[src/rtl/control_sequencer.sv]
// Micro-sequencer: fetches one instruction at a time, decodes it and drives
// one-hot datapath enables plus config fields. A shift instruction can repeat its EXEC phase.
module control_sequencer #(
  parameter int ARG_W = 3,
  parameter int CNT_W = 8
) (
  input  logic               clk,
  input  logic               rst,
  input  logic [ARG_W+3:0]   instr,
  input  logic               instr_valid,
  output logic               instr_ready,
  input  logic               flag,
  input  logic               resume,
  output logic               en_a,
  output logic               en_b,
  output logic               en_out,
  output logic               en_shift,
  output logic               en_acc,
  output logic               shift_sel,
  output logic [1:0]         shift_cfg,
  output logic               alu_sel,
  output logic [2:0]         alu_cfg,
  output logic [1:0]         phase,
  output logic               halted,
  output logic [CNT_W-1:0]   retired
);

  // Handshake: an instruction transfers on a rising edge where instr_valid and
  // instr_ready are both 1; instr_ready is high only in FETCH and never during reset.

  typedef enum logic [1:0] {
    FETCH  = 2'b00,
    DECODE = 2'b01,
    EXEC   = 2'b10,
    HALT   = 2'b11
  } phase_t;

  phase_t           state;
  logic [ARG_W+3:0] ir;
  logic [ARG_W-1:0] rep_cnt;
  logic             flag_q;
  logic [CNT_W-1:0] retired_q;
  logic [3:0]       opcode;
  logic [ARG_W-1:0] arg;

  assign opcode = ir[ARG_W+3:ARG_W];
  assign arg    = ir[ARG_W-1:0];

  always_ff @(posedge clk) begin
    if (rst) begin
      state     <= FETCH;
      ir        <= '0;
      rep_cnt   <= '0;
      flag_q    <= 1'b0;
      retired_q <= '0;
    end else begin
      case (state)
        FETCH: begin
          if (instr_valid) begin
            ir    <= instr;
            state <= DECODE;
          end
        end
        DECODE: begin
          flag_q <= flag;
          if (opcode == 4'd15) begin
            state     <= HALT;
            retired_q <= retired_q + CNT_W'(1);
          end else begin
            state   <= EXEC;
            rep_cnt <= (opcode >= 4'd3 && opcode <= 4'd6) ? arg : '0;
          end
        end
        EXEC: begin
          if (rep_cnt == '0) begin
            state     <= FETCH;
            retired_q <= retired_q + CNT_W'(1);
          end else begin
            rep_cnt <= rep_cnt - ARG_W'(1);
          end
        end
        HALT: begin
          if (resume) state <= FETCH;
        end
        default: state <= FETCH;
      endcase
    end
  end

  // Outputs are pure decodes of registered state, forced low while reset is held.
  always_comb begin
    instr_ready = 1'b0;
    en_a        = 1'b0;
    en_b        = 1'b0;
    en_out      = 1'b0;
    en_shift    = 1'b0;
    en_acc      = 1'b0;
    shift_sel   = 1'b0;
    shift_cfg   = 2'b00;
    alu_sel     = 1'b0;
    alu_cfg     = 3'b000;
    if (!rst) begin
      instr_ready = (state == FETCH);
      if (state == DECODE || state == EXEC) begin
        case (opcode)
          4'd3:  shift_cfg = 2'b11;
          4'd4: begin
            shift_cfg = 2'b11;
            shift_sel = 1'b1;
          end
          4'd5:  shift_cfg = 2'b01;
          4'd6:  shift_cfg = 2'b10;
          4'd7:  alu_sel   = 1'b1;
          4'd9:  alu_cfg   = 3'd0;
          4'd10: alu_cfg   = 3'd1;
          4'd11: alu_cfg   = 3'd2;
          4'd12: alu_cfg   = 3'd3;
          4'd13: alu_cfg   = 3'd4;
          4'd14: alu_cfg   = 3'd5;
          default: ;
        endcase
      end
      if (state == EXEC) begin
        case (opcode)
          4'd0:                       en_a     = 1'b1;
          4'd1:                       en_b     = 1'b1;
          4'd2:                       en_out   = 1'b1;
          4'd3, 4'd4, 4'd5, 4'd6:     en_shift = 1'b1;
          4'd7, 4'd8:                 en_acc   = flag_q;
          4'd9, 4'd10, 4'd11, 4'd12,
          4'd13, 4'd14:               en_acc   = 1'b1;
          default: ;
        endcase
      end
    end
  end

  assign phase   = state;
  assign halted  = (state == HALT);
  assign retired = retired_q;

endmodule

[config.mk]
export PLATFORM = sky130hd
export DESIGN_NAME = control_sequencer
export DESIGN_NICKNAME = d
export VERILOG_FILES = /design/src/rtl/control_sequencer.sv
export SDC_FILE = /design/constraint.sdc
export NUM_CORES = 1
export LEC_CHECK = 0
export BUFFER_PORTS_ARGS = -buffer_cell sky130_fd_sc_hd__buf_4
export CAP_MARGIN = 5
export CORE_MARGIN = 8
export CORE_UTILIZATION = 40
export CTS_CLUSTER_SIZE = 40
export DETAILED_ROUTE_END_ITERATION = 10
export PLACE_DENSITY = 0.69
export SYNTH_ARGS = -nofsm -noshare
export SYNTH_HDL_FRONTEND = slang
export SYNTH_SLANG_ARGS = --single-unit
[constraint.sdc]
create_clock -name clk -period 1.7 [get_ports clk]
set_input_delay 0.34 -clock clk [delete_from_list [all_inputs] [get_ports clk]]
set_output_delay 0.34 -clock clk [all_outputs]
set_load 0.05 [all_outputs]
Word-level counts from Yosys, hierarchy flattened
Cells that the tools add are included.

storage, ports and cells
  register bits after elaboration = 21
  output and inout bits = 24
  word-level logic and storage cells = 87

cells by class
  reduce and logical (&&, ||, !) cells = 14
  $add $sub $neg = 2
  equality and inequality tests = 24
  muxes and demuxes = 40
  order comparisons = 2

operator list
  cell                                                               number
  equality test 4 bit, second input constant                         8
  2-to-1 mux 1 bit                                                   22
  equality test 4 x 3 -> 1 bit, second input constant                4
  2-to-1 mux 8 bit                                                   2
  case mux 8 bit (2 select lines)                                    1
  2-to-1 mux 3 bit                                                   5
  case mux 3 bit (5 select lines)                                    1
  inequality test 2 bit, second input constant                       6
  2-to-1 mux 2 bit                                                   5
  AND reduction 3 bit                                                3
  adder 8 x 1 -> 8 bit, second input constant                        1
  equality test 4 x 2 -> 1 bit, second input constant                2
  case mux 2 bit (4 select lines)                                    1
  case mux 2 bit (3 select lines)                                    1
  case mux 3 bit (2 select lines)                                    1
  OR reduction 6 bit                                                 1
  equality test 2 bit, second input constant                         2
  equality test 4 x 1 -> 1 bit, second input constant                1
  greater-or-equal comparator 4 x 2 -> 1 bit, second input constant  1
  <= comparator 4 x 3 -> 1 bit, second input constant                1
  logical NOT 4 bit                                                  1
  OR reduction 2 bit                                                 2
  OR reduction 4 bit                                                 1
  logical NOT 3 bit                                                  1
  other kinds (8)                                                    8

Logic depth before layout (Yosys ltp)
  word-level depth = 5
  depth in mapped cells = 7
  depth with buffers taken out = 7

Least setup slack after synthesis
No wires, ideal clock.

  path type = reg-to-output
  start = reg state[1], in the netlist phase[1]
  end = out en_acc
  setup slack = -1344 ps
  cell stages (with the launch flop) = 5
  arrival time = 2704 ps
  path buffers = 1
  cells stage by stage = dfxtp_1 > ha_1 > buf_4 > nand2_1 > nor4_1

between the ends
  word-level cells in the longest chain between the ends = 3

RTL lines
  element                 RTL line  text
  from (decl)             38        phase_t state;
  from (signal assigned)  51        state <= FETCH;
  from (signal assigned)  61        state <= DECODE;
  from (signal assigned)  67        state <= HALT;
  equality test 2 bit     123       if (state == EXEC) begin
  2-to-1 mux 1 bit        123
  2-to-1 mux 1 bit        102       if (!rst) begin
  to (decl)               18        output logic en_acc,

Every way passes these cells.

Worst setup path in the final report
  start = reg state[0], in the netlist phase[0]
  end = out en_out

between the ends
  word-level cells in the longest chain between the ends = 3

RTL lines
  element              RTL line  text
  equality test 2 bit  123
  2-to-1 mux 1 bit     123
  2-to-1 mux 1 bit     102
  to (decl)            16        output logic en_out,

Every way passes these cells.

==> results by group <==
Floorplan
  – Initial core utilization: 40.86%
  – Core area: 3258 µm²
  – Die Span Y: 73.69 µm
  – Std-Cell Rows: 21
  – I/O pin cnt: 36
  – DIE AREA: 5430 µm²
  – Die span in x: 73.69 µm

Global route
  – Overflow after GRT: 0
  – Largest net degree at the start of global routing: 23
  – First-pass GRT wire length: 6292 µm
  – Initial antenna violation count: 0
  – Total GRT Usage: 14.26%
  – Vias in the first global route: 1367

Synth
  – Synth top cells by count: nor2_1, dfxtp_1, nand2_1, a21oi_1, inv_1
  – Mapped Cells: 160
  – Count of different cell masters after synthesis: 31
  – Compound-gate portion of the synthesized area: 19.74%
  – Mux share of post-synthesis cell area: 3.947%
  – Xor and xnor area share after synthesis: 5.921%
  – Most common cell in the synthesized netlist: nor2_1
  – Synth area leaders: dfxtp_1, ha_1, a2111oi_4
  – Mapped cell area: 1331 µm²
  – Post-synth ARST share: 0%
  – Largest family of logic cells by synthesized area: simple AND/OR/NAND/NOR gates
  – Register area share after synthesis: 31.58%
  – Syn_area_per_cell: 8.320 µm²
  – Top cell type's share of synthesized area: 31.58%
  – Synth Area in Adders: 8.459%
  – Yosys warning count: 0
  – Most used DFF post-synth: dfxtp_1
  – EDFF count, synth: 0
  – Synth Area in Simple Gates: 23.12%
  – Yosys top cell by area: dfxtp_1
  – Syn_nets: 181
  – FF+latch count, synth: 21

Layout
  – Layout area overhead: 59.96%
  – # fillers: 294
  – Design Area, Final: 2130 µm²
  – Final #Nets: 240
  – FF/Latch Area: 445.4 µm²
  – ANT cells: 0
  – Layout cell share with drive strength beyond 1: 50.92%
  – Finished Layout Cells: 264
  – Final Util: 65.36%
  – Multi-input gate area: 1016 µm²

Place
  – Cell area after placement: 1897 µm²
  – Post-Place Cells: 252
  – # port buffers: 35
  – Gpl congestion: 0.7847
  – Hpwl dp: 2845 µm

STA
  – RSZ-0062 raised after global routing: true
  – Count of final setup violators: 12
  – Fmax: 492.3 MHz
  – Worst Max-Slew Pin Slew: 0.4104 ns
  – Setup TNS: -3.042 ns
  – Worst Skew: 0.002092 ns
  – Rel. slew slack: 72.06%
  – Fin crit period: 2.031 ns
  – Final Hold Viols: 0
  – Final worst slack: -0.3314 ns
  – Final Cycle Share: 119.5%
  – Final Slew Violations: 0

Power and ir drop
  – Sw power: 1019 µW
  – Power, Total: 2333 µW
  – Leak: 0.0008398 µW
  – Combinational power share: 60.8%
  – Seq pwr share: 28.8%
  – Cell area power density: 1095 nW/µm²
  – Clk pwr share: 10.4%
  – Peak VDD IR: 0.7132 mV
  – Int Power: 1313 µW
  – Switching Share: 43.69%

Status
  – Failing checks: negative setup slack
  – Run status: finished with violations

Critical path
  – CP max FO: 3
  – CP Capture Type: output port
  – FF-to-FF setup slack: 0.07 ns
  – R2R depth: 7
  – WS Path Type: register to output port
  – CP arrival: 1.69 ns
  – Crit path required time: 1.36 ns
  – R2R Path Start: phase[0]
  – Startpoint types: register
  – R2R Path End: retired[2]

Detailed routing
  – Total wire length: 3764 µm
  – Via count: 1367
  – Residual DRC: 0
  – Antenna viol nets, final: 0
  – DRT iter0 DRCs: 80
  – Vias per cell: 5.178
  – WL/cell: 14.26 µm
  – Drt first pass iters: 5

Clocking
  – CTS clk-pin slew, worst paths: 0.12 ns
  – CTS root buffer: clkbuf_4
  – Clock sinks: 21
  – TritonCTS clock tree: done
  – Hold buffers post-CTS: 0
  – Clock buffer count from CTS: 3
  – H-tree levels: 1
  – CTS max path bufs: 2
  – Worst-Skew Late Latency: 0.29 ns

Hold path
  – Hold Path Depth: 3
  – HP Start: instr[3]
  – Hold EP: ir[3]
  – HP Class: input pin to register

Run
  – Max Cap Viol: 0
==> power by group through the flow <==
| stage | combinational (µW) | clock (µW) | sequential (µW) |
|---|---|---|---|
| final | 1420 | 241 | 672 |
| after global routing | 1550 | 273 | 683 |
| after CTS | 1290 | 250 | 665 |
| after detailed placement | 1200 | 0 | 674 |
| after global placement | 1150 | 0 | 668 |
| after floorplan | 756 | 0 | 752 |
==> metal layers <==
layer / GRT usage, % / vias up / wire length [µm]
met1: 16.13 / 667 / 1505
met3: 3.001 / 2 / 165
met2: 26.28 / 30 / 2072
li1: - / 668 / -
met5: 0 / - / 0
met4: 3.104 / 0 / 21
==> repair_timing <==
item | in CTS | in global routing
pin swaps | 8 | 15
gates resized for setup | 26 | 15
endpoints found under the setup margin | 18 | 25
setup buffers | 6 | 3
==> layout make-up <==
class                      count  share of cell area [%]
tap                           46                   2.703
inverter                      13                   2.409
multi-input combinational    116                   47.71
sequential                    21                   20.92
clock buffer                   4                   1.234
timing repair buffer          64                   25.03
==> cells in the final DEF (no fill, tap or decap), types with 2 or more instances in the layout <==
master / n
a21oi_1: 10
buf_6: 14
xnor2_1: 7
nor3_4: 2
clkbuf_4: 3
inv_1: 10
a32oi_1: 3
mux2i_1: 3
dfxtp_4: 5
nand2_1: 14
nor2_1: 19
ha_1: 5
a2111oi_4: 3
a21oi_2: 4
nand2b_1: 2
a211oi_1: 7
ha_4: 4
dfxtp_1: 11
nor2_2: 2
inv_2: 2
buf_4: 50
nand3_1: 10
dfxtp_2: 5
nor3b_4: 2
==> registers in the layout, indices dropped and copies added (netlist names) <==
register / cells
phase: 2
ir: 7
rep_cnt: 3
retired: 8
flag_q: 1
==> worst max-delay path by stage <==
| stage | start | to | slack, ns |
|---|---|---|---|
| floorplan | phase[1] | en_b | -0.36 |
| global placement | rst | en_b | -0.06 |
| detailed placement | rst | en_b | -0.09 |
| CTS | phase[0] | en_b | -0.37 |
| global route | phase[0] | en_b | -0.41 |
| finish | phase[0] | en_out | -0.33 |
==> metrics by stage <==
stage                     hold WS, ns  worst slack (ns)
after CTS                      0.2764           -0.3658
after global placement         0.4575          -0.06162
final                          0.2838           -0.3314
after detailed placement       0.4649          -0.09117
after floorplan                0.4030           -0.3570
after global routing           0.2627           -0.4075
==> logic make-up after synthesis <==
logic type      after synthesis
mux                           4
fa+ha+maj                     9
compound gates               30
simple gates                 64
buf+inv                      23
flops                        21
xor+xnor                      9
==> worst max-delay path, cell delays in order (launching register included) <==
cell and delay [ns]:
dfxtp_4 0.37, inv_4 0.06, ha_4 0.14, nand2_4 0.05, or3_4 0.41, nor3b_4 0.19
buf_6 0.18
Power figures use the tool's default switching activity.
